$ cat src/rtl/ddram_port_arbiter_if.sv
// Signal bundle between the DDRAM port arbiter, its two requesters and the ddram buffer.
// The slave modport is the arbiter's view; master is the environment (requesters plus memory).
interface ddram_port_arbiter_if #(
   parameter int AW = 27
);
   logic          p0_req;
   logic          p0_we;
   logic [AW-1:0] p0_addr;
   logic [7:0]    p0_din;
   logic [7:0]    p0_dout;
   logic          p0_ack;

   logic          p1_req;
   logic          p1_we;
   logic [AW-1:0] p1_addr;
   logic [7:0]    p1_din;
   logic [7:0]    p1_dout;
   logic          p1_ack;

   logic [AW-1:0] mem_addr;
   logic [7:0]    mem_din;
   logic          mem_we;
   logic          mem_rd;
   logic [7:0]    mem_dout;
   logic          mem_ready;

   logic [1:0]    grant;

   modport slave (
      input  p0_req, p0_we, p0_addr, p0_din,
      output p0_dout, p0_ack,
      input  p1_req, p1_we, p1_addr, p1_din,
      output p1_dout, p1_ack,
      output mem_addr, mem_din, mem_we, mem_rd,
      input  mem_dout, mem_ready,
      output grant
   );

   modport master (
      output p0_req, p0_we, p0_addr, p0_din,
      input  p0_dout, p0_ack,
      output p1_req, p1_we, p1_addr, p1_din,
      input  p1_dout, p1_ack,
      input  mem_addr, mem_din, mem_we, mem_rd,
      output mem_dout, mem_ready,
      input  grant
   );
endinterface

$ cat src/rtl/ddram_port_arbiter.sv
// Two-port arbiter for the byte-wide DDRAM buffer (loader = port 0, tape playback = port 1).
// Define DDRAM_ARB_FIXED_PRIO_EN to give port 0 absolute priority instead of round-robin.
module ddram_port_arbiter #(
   parameter int AW        = 27,
   parameter int BUSY_WAIT = 4
) (
   input logic                  clk,
   input logic                  reset_n,
   ddram_port_arbiter_if.slave  bus
);

   localparam int WDW = (BUSY_WAIT < 1) ? 1 : $clog2(BUSY_WAIT + 1);

   typedef enum logic [1:0] {
      IDLE  = 2'd0,
      ISSUE = 2'd1,
      WAIT  = 2'd2,
      DONE  = 2'd3
   } state_t;

   state_t         state;
   state_t         state_nxt;

   logic [AW-1:0]  mem_addr_q;
   logic [7:0]     mem_din_q;
   logic           we_q;
   logic [1:0]     grant_q;
   logic           busy_seen;
   logic [WDW-1:0] wdog;
   logic [7:0]     p0_dout_q;
   logic [7:0]     p1_dout_q;

   logic           acc_start;
   logic           complete;
   logic           pick_p1;
   logic           mem_we_c;
   logic           mem_rd_c;
   logic           p0_ack_c;
   logic           p1_ack_c;

`ifdef DDRAM_ARB_FIXED_PRIO_EN
   // Loader always wins a tie; port 1 only gets the bus when port 0 is quiet.
   assign pick_p1 = ~bus.p0_req;
`else
   logic           last_p1;

   // On a tie the port that did not own the previous access goes next.
   assign pick_p1 = bus.p1_req & (~bus.p0_req | ~last_p1);

   always_ff @(posedge clk or negedge reset_n) begin
      if (!reset_n) begin
         last_p1 <= 1'b1;
      end else if (state == DONE) begin
         last_p1 <= grant_q[1];
      end
   end
`endif

   always_ff @(posedge clk or negedge reset_n) begin
      if (!reset_n) begin
         state <= IDLE;
      end else begin
         state <= state_nxt;
      end
   end

   always_comb begin
      state_nxt = state;
      acc_start = 1'b0;
      complete  = 1'b0;
      mem_we_c  = 1'b0;
      mem_rd_c  = 1'b0;
      p0_ack_c  = 1'b0;
      p1_ack_c  = 1'b0;
      case (state)
         IDLE: begin
            if (bus.mem_ready && (bus.p0_req || bus.p1_req)) begin
               acc_start = 1'b1;
               state_nxt = ISSUE;
            end
         end
         ISSUE: begin
            mem_we_c  = we_q;
            mem_rd_c  = ~we_q;
            state_nxt = WAIT;
         end
         WAIT: begin
            // A memory that never drops ready is treated as done once the watchdog expires.
            if (bus.mem_ready && (busy_seen || wdog == '0)) begin
               complete  = 1'b1;
               state_nxt = DONE;
            end
         end
         DONE: begin
            p0_ack_c  = grant_q[0];
            p1_ack_c  = grant_q[1];
            state_nxt = IDLE;
         end
         default: state_nxt = IDLE;
      endcase
   end

   // --- access latch: captured once at the winning edge, held until the next win
   always_ff @(posedge clk or negedge reset_n) begin
      if (!reset_n) begin
         mem_addr_q <= '0;
         mem_din_q  <= '0;
         we_q       <= 1'b0;
         grant_q    <= 2'b00;
      end else if (acc_start) begin
         if (pick_p1) begin
            mem_addr_q <= bus.p1_addr;
            mem_din_q  <= bus.p1_din;
            we_q       <= bus.p1_we;
            grant_q    <= 2'b10;
         end else begin
            mem_addr_q <= bus.p0_addr;
            mem_din_q  <= bus.p0_din;
            we_q       <= bus.p0_we;
            grant_q    <= 2'b01;
         end
      end else if (state == DONE) begin
         grant_q <= 2'b00;
      end
   end

   // --- completion tracking: busy window detection and zero-latency watchdog
   always_ff @(posedge clk or negedge reset_n) begin
      if (!reset_n) begin
         busy_seen <= 1'b0;
         wdog      <= '0;
      end else if (state == ISSUE) begin
         busy_seen <= 1'b0;
         wdog      <= WDW'(BUSY_WAIT);
      end else if (state == WAIT) begin
         if (!bus.mem_ready) begin
            busy_seen <= 1'b1;
         end
         if (wdog != '0) begin
            wdog <= wdog - WDW'(1);
         end
      end
   end

   // --- read return: only the owning port's data register moves, and only on reads
   always_ff @(posedge clk or negedge reset_n) begin
      if (!reset_n) begin
         p0_dout_q <= '0;
         p1_dout_q <= '0;
      end else if (complete && !we_q) begin
         if (grant_q[0]) begin
            p0_dout_q <= bus.mem_dout;
         end
         if (grant_q[1]) begin
            p1_dout_q <= bus.mem_dout;
         end
      end
   end

   assign bus.mem_addr = mem_addr_q;
   assign bus.mem_din  = mem_din_q;
   assign bus.mem_we   = mem_we_c;
   assign bus.mem_rd   = mem_rd_c;
   assign bus.grant    = grant_q;
   assign bus.p0_ack   = p0_ack_c;
   assign bus.p1_ack   = p1_ack_c;
   assign bus.p0_dout  = p0_dout_q;
   assign bus.p1_dout  = p1_dout_q;

endmodule
$ cat src/flat_wrapper.sv
// flat-port wrapper written by rule: the top's interface ports become plain ports
module ddram_port_arbiter_flat 
#(
   parameter int AW        = 27,
   parameter int BUSY_WAIT = 4
)
  (clk, reset_n, bus_p0_req, bus_p0_we, bus_p0_addr, bus_p0_din, bus_p0_dout, bus_p0_ack, bus_p1_req, bus_p1_we, bus_p1_addr, bus_p1_din, bus_p1_dout, bus_p1_ack, bus_mem_addr, bus_mem_din, bus_mem_we, bus_mem_rd, bus_mem_dout, bus_mem_ready, bus_grant);
  ddram_port_arbiter_if #(.AW(AW)) bus_i ();
  input logic clk;
  input logic reset_n;
  input wire logic [$bits(bus_i.p0_req)-1:0] bus_p0_req;
  input wire logic [$bits(bus_i.p0_we)-1:0] bus_p0_we;
  input wire logic [$bits(bus_i.p0_addr)-1:0] bus_p0_addr;
  input wire logic [$bits(bus_i.p0_din)-1:0] bus_p0_din;
  output wire logic [$bits(bus_i.p0_dout)-1:0] bus_p0_dout;
  output wire logic [$bits(bus_i.p0_ack)-1:0] bus_p0_ack;
  input wire logic [$bits(bus_i.p1_req)-1:0] bus_p1_req;
  input wire logic [$bits(bus_i.p1_we)-1:0] bus_p1_we;
  input wire logic [$bits(bus_i.p1_addr)-1:0] bus_p1_addr;
  input wire logic [$bits(bus_i.p1_din)-1:0] bus_p1_din;
  output wire logic [$bits(bus_i.p1_dout)-1:0] bus_p1_dout;
  output wire logic [$bits(bus_i.p1_ack)-1:0] bus_p1_ack;
  output wire logic [$bits(bus_i.mem_addr)-1:0] bus_mem_addr;
  output wire logic [$bits(bus_i.mem_din)-1:0] bus_mem_din;
  output wire logic [$bits(bus_i.mem_we)-1:0] bus_mem_we;
  output wire logic [$bits(bus_i.mem_rd)-1:0] bus_mem_rd;
  input wire logic [$bits(bus_i.mem_dout)-1:0] bus_mem_dout;
  input wire logic [$bits(bus_i.mem_ready)-1:0] bus_mem_ready;
  output wire logic [$bits(bus_i.grant)-1:0] bus_grant;
  assign bus_i.p0_req = bus_p0_req;
  assign bus_i.p0_we = bus_p0_we;
  assign bus_i.p0_addr = bus_p0_addr;
  assign bus_i.p0_din = bus_p0_din;
  assign bus_p0_dout = bus_i.p0_dout;
  assign bus_p0_ack = bus_i.p0_ack;
  assign bus_i.p1_req = bus_p1_req;
  assign bus_i.p1_we = bus_p1_we;
  assign bus_i.p1_addr = bus_p1_addr;
  assign bus_i.p1_din = bus_p1_din;
  assign bus_p1_dout = bus_i.p1_dout;
  assign bus_p1_ack = bus_i.p1_ack;
  assign bus_mem_addr = bus_i.mem_addr;
  assign bus_mem_din = bus_i.mem_din;
  assign bus_mem_we = bus_i.mem_we;
  assign bus_mem_rd = bus_i.mem_rd;
  assign bus_i.mem_dout = bus_mem_dout;
  assign bus_i.mem_ready = bus_mem_ready;
  assign bus_grant = bus_i.grant;
  ddram_port_arbiter #(.AW(AW), .BUSY_WAIT(BUSY_WAIT)) u_core (.clk(clk), .reset_n(reset_n), .bus(bus_i));
endmodule
$ cat config.mk
export PLATFORM = sky130hd
export DESIGN_NAME = ddram_port_arbiter_flat
export DESIGN_NICKNAME = d
export VERILOG_FILES = /design/src/rtl/ddram_port_arbiter_if.sv /design/src/rtl/ddram_port_arbiter.sv /design/src/flat_wrapper.sv
export SDC_FILE = /design/constraint.sdc
export NUM_CORES = 1
export LEC_CHECK = 0
export BUFFER_PORTS_ARGS = -buffer_cell sky130_fd_sc_hd__buf_4
export CORE_ASPECT_RATIO = 1.4
export CORE_UTILIZATION = 46
export DETAILED_ROUTE_END_ITERATION = 8
export PLACE_DENSITY = 0.8
export SYNTH_ARGS = -nofsm -noshare
export SYNTH_HDL_FRONTEND = slang
export SYNTH_SLANG_ARGS = --single-unit
$ cat constraint.sdc
create_clock -name clk -period 2.2 [get_ports clk]
set_clock_uncertainty 0.05 [all_clocks]
set_input_delay 0.44 -clock clk [delete_from_list [all_inputs] [get_ports clk]]
set_output_delay 0.44 -clock clk [all_outputs]
set_load 0.05 [all_outputs]
==> flow_metrics.py, run 1 <==
metrics = {
    "yosys": {
        "synthesis.area_mm2": 0.002831,
        "synth_ff_type": "dfrtp_1",
        "synth.most_common_cell": "dfrtp_1",
        "syn_avg_cell_area_um2": 11.24,
        "seq_area_frac_synth_pct": 53.95,
        "yosys.area.top_type": "dfrtp_1",
        "netlist_top_cells_area": "dfrtp_1 53%, a32oi_1 11%, mux2_2 6.8%, nand3_1 6.4%, nand2_1 5.3%",
        "yosysTopAreaCellShare_pct": 53.03,
        "synth.distinct_cells": 34,
        "syn_inst": 252,
        "yosysWarnings": 0,
        "synth_commonest_cells": "60 x dfrtp_1, 40 x nand2_1, 36 x a32oi_1, 36 x nand3_1, 17 x mux2_2",
        "synth_nets": 344,
        "async_reset_ff_share_pct": 100.0,
        "synth-edff-count": 0,
        "ys_ff_latch": 61,
    },
    "route": {
        "vias": 2627,
        "drt_wl_total_mm": 7.814,
        "via_per_inst": 5.649,
        "drtAntennaViolNets": 0,
        "initialDrtViolationCount": 182,
        "wire_per_inst_um": 16.80,
        "drc": 0,
        "drt_first_pass_iters": 4,
    },
    "sta": {
        "timing.final.ws_setup_ns": 0.1923,
        "hold_viol_final": 0,
        "rsz0062_at_grt": "no",
        "fmaxAchievable_ghz": 0.4981,
        "fin_crit_sh_pct": 91.26,
        "slew_headroom_pct": 49.57,
        "hold_slack_ns": 0.1191,
        "period_needed_ns": 2.008,
        "finalSetupViolations": 0,
        "tns_ns": 0,
        "worst_slew_pin_slew_ns": 0.7564,
        "drv_slew": 0,
    },
    "place": {
        "hpwl_mm": 5.496,
        "dpl_cell_area_mm2": 0.003953,
        "pre_cts_ws_ns": 0.2807,
        "place.gp.congestion": 0.7924,
        "port_buffers": 141,
    },
    "global_routing": {
        "grt_util_met2_pct": 40.20,
        "grt_util_met3_pct": 8.816,
        "busiest_layer": "met2",
        "antenna_found_initial": 0,
        "grt_use_met1_pct": 27.81,
        "first_global_vias": 2658,
        "grt_max_degree": 62,
        "grt_remaining_overflow": 0,
        "grt_pass1_wl_mm": 11.81,
        "grt_usage_pct": 24.83,
    },
    "cts": {
        "postCtsResizedCells": 0,
        "cts_buffers": 9,
        "path_clk_slew_ns": 0.07,
        "clk_latency_ns": 0.33,
        "cts_max_path_buffers": 2,
        "ctsRootBufferMaster": "clkbuf_8",
        "cts_sinks": 61,
        "cts_htree_levels": 3,
        "cts_tree": "yes",
        "cts.repair_timing.setup_buffer_count": 0,
        "ctsHoldBuffers": 0,
    },
    "floorplanning": {
        "fp.dieW_um": 68.31,
        "die_y_um": 94.83,
        "start_util_pct": 47.96,
        "die-area_mm2": 0.006477,
        "io_pins": 142,
        "rows": 33,
        "core-area_mm2": 0.005904,
    },
    "worst_setup_path": {
        "reg2reg_to": "u_core.bus.mem_din[2]",
        "rrSetupSlack_ns": 0.25,
        "crit_type": "reg2out",
        "regToRegStartpoint": "u_core.state[0]",
        "worst_setup_path_end_kind": "output port",
        "critPathLaunch": "u_core.state[1]",
        "r2r_cells": 5,
        "worst-endpoint-arrival_ns": 1.52,
        "worstPathMaxFanout": 6,
        "cp.required_ns": 1.71,
        "startpoint_type": "flop",
    },
    "finish": {
        "design_area_mm2": 0.004199,
        "area_delta_synth_final_pct": 48.30,
        "nNetsFinal": 483,
        "antennaDiodeCount": 0,
        "drive_gt1_share_pct": 47.59,
    },
    "power": {
        "power.leakage_nw": 2.151,
        "ir_drop_v": 0.0009174,
        "finalPower_mw": 6.889,
        "powerDensity_mw_per_mm2": 1641,
    },
    "job": {
        "maxCapViolations": 0,
    },
    "run_status": {
        "status": "finished, final reports clean",
    },
    "worst_hold_path": {
        "hold_class": "in2async",
    },
}
==> sequential cells by signal, summed over array words and instances, names as in the netlist <==
signal / count
u_core.wdog: 3
u_core.we_q: 1
u_core.bus.mem_din: 8
u_core.bus.mem_addr: 27
u_core.bus.p1_dout: 8
u_core.bus.grant: 2
u_core.state: 2
u_core.busy_seen: 1
u_core.bus.p0_dout: 8
u_core.last_p1: 1
==> where the power goes <==
part           switching [mW]  internal [mW]  leakage [nW]
clock                   0.419          0.806         0.125
sequential              0.327           1.62         0.772
combinational            2.47           1.24          1.25
==> final cells by class <==
class | instances | area, µm²
clock inverters | 4 | 95.09
clock buffers | 11 | 151.4
inverters | 6 | 22.52
fillers | 460 | 1705
flip-flops and latches | 61 | 1528
multi-input cells | 167 | 1194
well taps | 70 | 87.58
repair buffers | 146 | 1121
==> cells by family after synthesis <==
logic type | share of synthesized area [%]
AND/OR/NAND/NOR | 15.25
adder cells (fa/ha/maj) | 3.093
buffers and inverters | 3.888
flip-flops | 53.96
multiplexers | 7.644
AO/OA/AOI/OAI | 16.17
==> layout by cell type, fill, tap and decap left out, drive strengths merged, types with 3 or more instances in the layout <==
cell	n
buf	146
dfrtp	60
nand2	40
nand3	36
a32oi	36
mux2	18
clkbuf	11
ha	7
inv	6
and2	3
a21oi	3
bufinv	3
nor2b	3
o211ai	3
==> stage by stage <==
stage	utilization, %	std cells
global route	71.12	465
CTS	71.12	465
finish	71.12	465
global placement	66.94	450
detailed placement	66.94	450
floorplan	-	252
==> how the worst max path moves through the flow <==
stage                     slack (ns)  cells after the start                 endpoint
after detailed placement        0.28                      5    u_core.bus.mem_din[2]
after CTS                       0.18                      4               bus_mem_rd
after floorplan                 0.29                      3               bus_mem_rd
final                           0.19                      4               bus_mem_rd
after global placement          0.39                      5  u_core.bus.mem_addr[26]
after global routing            0.11                      4               bus_mem_rd
==> layer usage <==
metal / wire [µm] / share of wire, %
met1: 2896 / 37
met2: 3917 / 50
met3: 786 / 10
met4: 214 / 2.7
met5: 0 / 0
==> critical path, stage by stage (launching register included) <==
cell	delay, ns
dfrtp_1	0.42
inv_1	0.11
ha_1	0.28
nor2b_1	0.17
buf_4	0.21
(Power assumes the default switching activity.)
==> run 2, diff against run 1 <==
--- a/config.mk
+++ b/config.mk
@@ -7,9 +7,9 @@
 export LEC_CHECK = 0
 export BUFFER_PORTS_ARGS = -buffer_cell sky130_fd_sc_hd__buf_4
 export CORE_ASPECT_RATIO = 1.4
-export CORE_UTILIZATION = 46
+export CORE_UTILIZATION = 41
 export DETAILED_ROUTE_END_ITERATION = 8
-export PLACE_DENSITY = 0.8
+export PLACE_DENSITY = 0.76
 export SYNTH_ARGS = -nofsm -noshare
 export SYNTH_HDL_FRONTEND = slang
 export SYNTH_SLANG_ARGS = --single-unit
==> constraint.sdc (replaced) <==
create_clock -name clk -period 1.6 [get_ports clk]
set_clock_uncertainty 0.05 [all_clocks]
set_input_delay 0.32 -clock clk [delete_from_list [all_inputs] [get_ports clk]]
set_output_delay 0.32 -clock clk [all_outputs]
set_load 0.05 [all_outputs]
==> flow_metrics.py, run 2 (synthesis results as in run 1) <==
metrics = {
    "floorplanning": {
        "die_y_um": 100.3,
        "die-area_mm2": 0.007247,
        "rows": 35,
        "start_util_pct": 42.82,
        "io_pins": 142,
        "fp.dieW_um": 72.24,
        "core-area_mm2": 0.006613,
    },
    "global_routing": {
        "first_global_vias": 2702,
        "grt_max_degree": 38,
        "grt_usage_pct": 22.16,
        "grt_remaining_overflow": 0,
        "antenna_found_initial": 0,
        "grt_pass1_wl_mm": 12.40,
    },
    "worst_hold_path": {
        "hold_class": "in2reg",
    },
    "route": {
        "via_per_inst": 5.287,
        "wire_per_inst_um": 15.58,
        "drt_wl_total_mm": 7.867,
        "initialDrtViolationCount": 115,
        "drtAntennaViolNets": 0,
        "drc": 0,
        "vias": 2670,
        "drt_first_pass_iters": 4,
    },
    "sta": {
        "tns_ns": -1.662,
        "fmaxAchievable_ghz": 0.5838,
        "hold_slack_ns": 0.1405,
        "slew_headroom_pct": 71.77,
        "rsz0062_at_grt": "yes",
        "timing.final.ws_setup_ns": -0.1129,
        "drv_slew": 0,
        "finalSetupViolations": 21,
        "fin_crit_sh_pct": 107.1,
        "worst_slew_pin_slew_ns": 0.4234,
        "hold_viol_final": 0,
        "period_needed_ns": 1.713,
    },
    "worst_setup_path": {
        "regToRegStartpoint": "u_core.state[1]",
        "crit_slowest_cell": "dfrtp_1",
        "cp.required_ns": 1.23,
        "rrSetupSlack_ns": -0.10,
        "critPathLaunch": "u_core.state[1]",
        "critPathTopFamily": "flip-flops",
        "path_cells": "buf_4 -> ha_4 -> and2_1 -> buf_6",
        "crit_type": "reg2out",
        "startpoint_type": "flop",
        "worst_setup_path_end_kind": "output port",
        "reg2reg_to": "u_core.bus.p1_dout[6]",
        "critPathMaxStageDelay_ns": 0.40,
        "cp-endpoint": "bus_p1_ack",
        "worst-endpoint-arrival_ns": 1.34,
        "crit_cells": 4,
        "r2r_cells": 5,
        "worstPathMaxFanout": 4,
        "worst-path-buf-inv": 2,
    },
    "finish": {
        "nFillCells": 523,
        "fin_cells": 505,
        "layout_common_cells": "155 x buf_4, 60 x dfrtp_1, 40 x nand2_1, 36 x nand3_1, 36 x a32oi_1",
        "drive_gt1_share_pct": 52.78,
        "nNetsFinal": 500,
        "final_core_util_pct": 67.63,
        "largest_register_ff_count": 27,
        "antennaDiodeCount": 0,
        "area_delta_synth_final_pct": 57.93,
        "final_common_cell": "buf_4",
    },
    "power": {
        "p_seq_share_pct": 27.1,
        "netSwitchingPower_mw": 4.648,
        "powerDensity_mw_per_mm2": 2200,
        "p_int_mw": 5.191,
        "power.leakage_nw": 2.251,
        "ir_drop_v": 0.001380,
        "p_clk_share_pct": 14.3,
        "power_frac_comb_pct": 58.6,
        "switching_share_pct": 47.24,
    },
    "cts": {
        "path_clk_slew_ns": 0.07,
        "cts_tree": "yes",
        "cts_sinks": 61,
        "clk_latency_ns": 0.33,
        "cts_htree_levels": 3,
        "ctsRootBufferMaster": "clkbuf_8",
        "cts_buffers": 9,
        "cts_max_path_buffers": 2,
    },
    "place": {
        "port_buffers": 141,
        "dp.cells": 484,
        "hpwl_mm": 5.538,
        "pre_cts_ws_ns": -0.1272,
        "place.gp.congestion": 0.7588,
    },
    "run_status": {
        "violations": "setup timing",
        "status": "finished, violations left",
    },
    "job": {
        "maxCapViolations": 0,
    },
}
## run 2: cell types whose count changed in the layout (fill, tap and decap cells not counted), moves of 2 or more
cell        before  now
and3_2           2    0
and3_4           0    2
buf_4          144  155
buf_6            0    5
bufinv_16        3    1
clkinvlp_4       0    2
ha_1             7    2
ha_4             0    5
inv_1            6    4
inv_2            0    2
mux2_2          17   10
mux2_4           1    8
nor2b_4          0    2
## run 2: repair_timing
item / in CTS / in global routing
cloned: 0 / 0
endpoints found under the setup margin: 59 / 23
pin swaps: 1 / 5
endpoints found under the hold margin: 28 / 0
buffers inserted: 1 / 3
hold buffers: 1 / 0
resized for setup: 19 / 13
## run 2: worst min-delay path by stage
stage | startpoint | endpoint | slack (ns) | cells past startpoint
2_1_floorplan | reset_n | u_core.bus.grant[0] | -0.03 | 0
3_3_place_gp | reset_n | u_core.bus.p0_dout[4] | 0.23 | 1
3_5_place_dp | reset_n | u_core.bus.p1_dout[2] | 0.22 | 1
4_1_cts | bus_p1_addr[22] | u_core.bus.mem_addr[22] | 0.13 | 3
5_1_grt | bus_p1_addr[20] | u_core.bus.mem_addr[20] | 0.14 | 3
6_report | bus_p1_addr[22] | u_core.bus.mem_addr[22] | 0.14 | 3
## run 2: final cells by class
type | instances | area [µm²] | share of cell area [%]
clock inverter | 5 | 58.81 | 1.315
inverter | 6 | 22.52 | 0.5036
tap | 92 | 115.1 | 2.574
multi-input combinational | 167 | 1331 | 29.77
timing repair buffer | 163 | 1265 | 28.29
clock buffer | 11 | 151.4 | 3.386
sequential | 61 | 1528 | 34.16
## run 2: metrics by stage
step	total power, mW	area, µm²
after floorplan	6.228	2846
after global placement	7.907	4073
after detailed placement	8.020	4073
after CTS	9.666	4387
after global routing	10.38	4472
final	9.839	4472
## run 2: worst reg2reg max path: cells and delay by family (launching register included)
| kind | cells | cell delay [ns] |
|---|---|---|
| buf+inv | 1 | 0.15 |
| simple gates | 1 | 0.24 |
| flops | 1 | 0.40 |
| compound gates | 1 | 0.19 |
| mux | 1 | 0.39 |
| fa+ha+maj | 1 | 0.17 |
## run 2: power by group through the flow
stage / combinational, mW / sequential (mW) / clock (mW)
2_1_floorplan: 1.59 / 4.64 / 0
3_3_place_gp: 5.25 / 2.66 / 0
3_5_place_dp: 5.35 / 2.67 / 0
4_1_cts: 5.56 / 2.66 / 1.45
5_1_grt: 6.11 / 2.75 / 1.52
6_report: 5.77 / 2.66 / 1.41
## run 2: per-layer routing
| layer | track usage, % | vias up | part of all wire [%] |
|---|---|---|---|
| li1 | - | 1253 | - |
| met4 | 10.86 | 0 | 2.4 |
| met1 | 25.41 | 1287 | 40 |
| met3 | 4.518 | 16 | 6.7 |
| met5 | 0 | - | 0 |
| met2 | 38.75 | 114 | 51 |
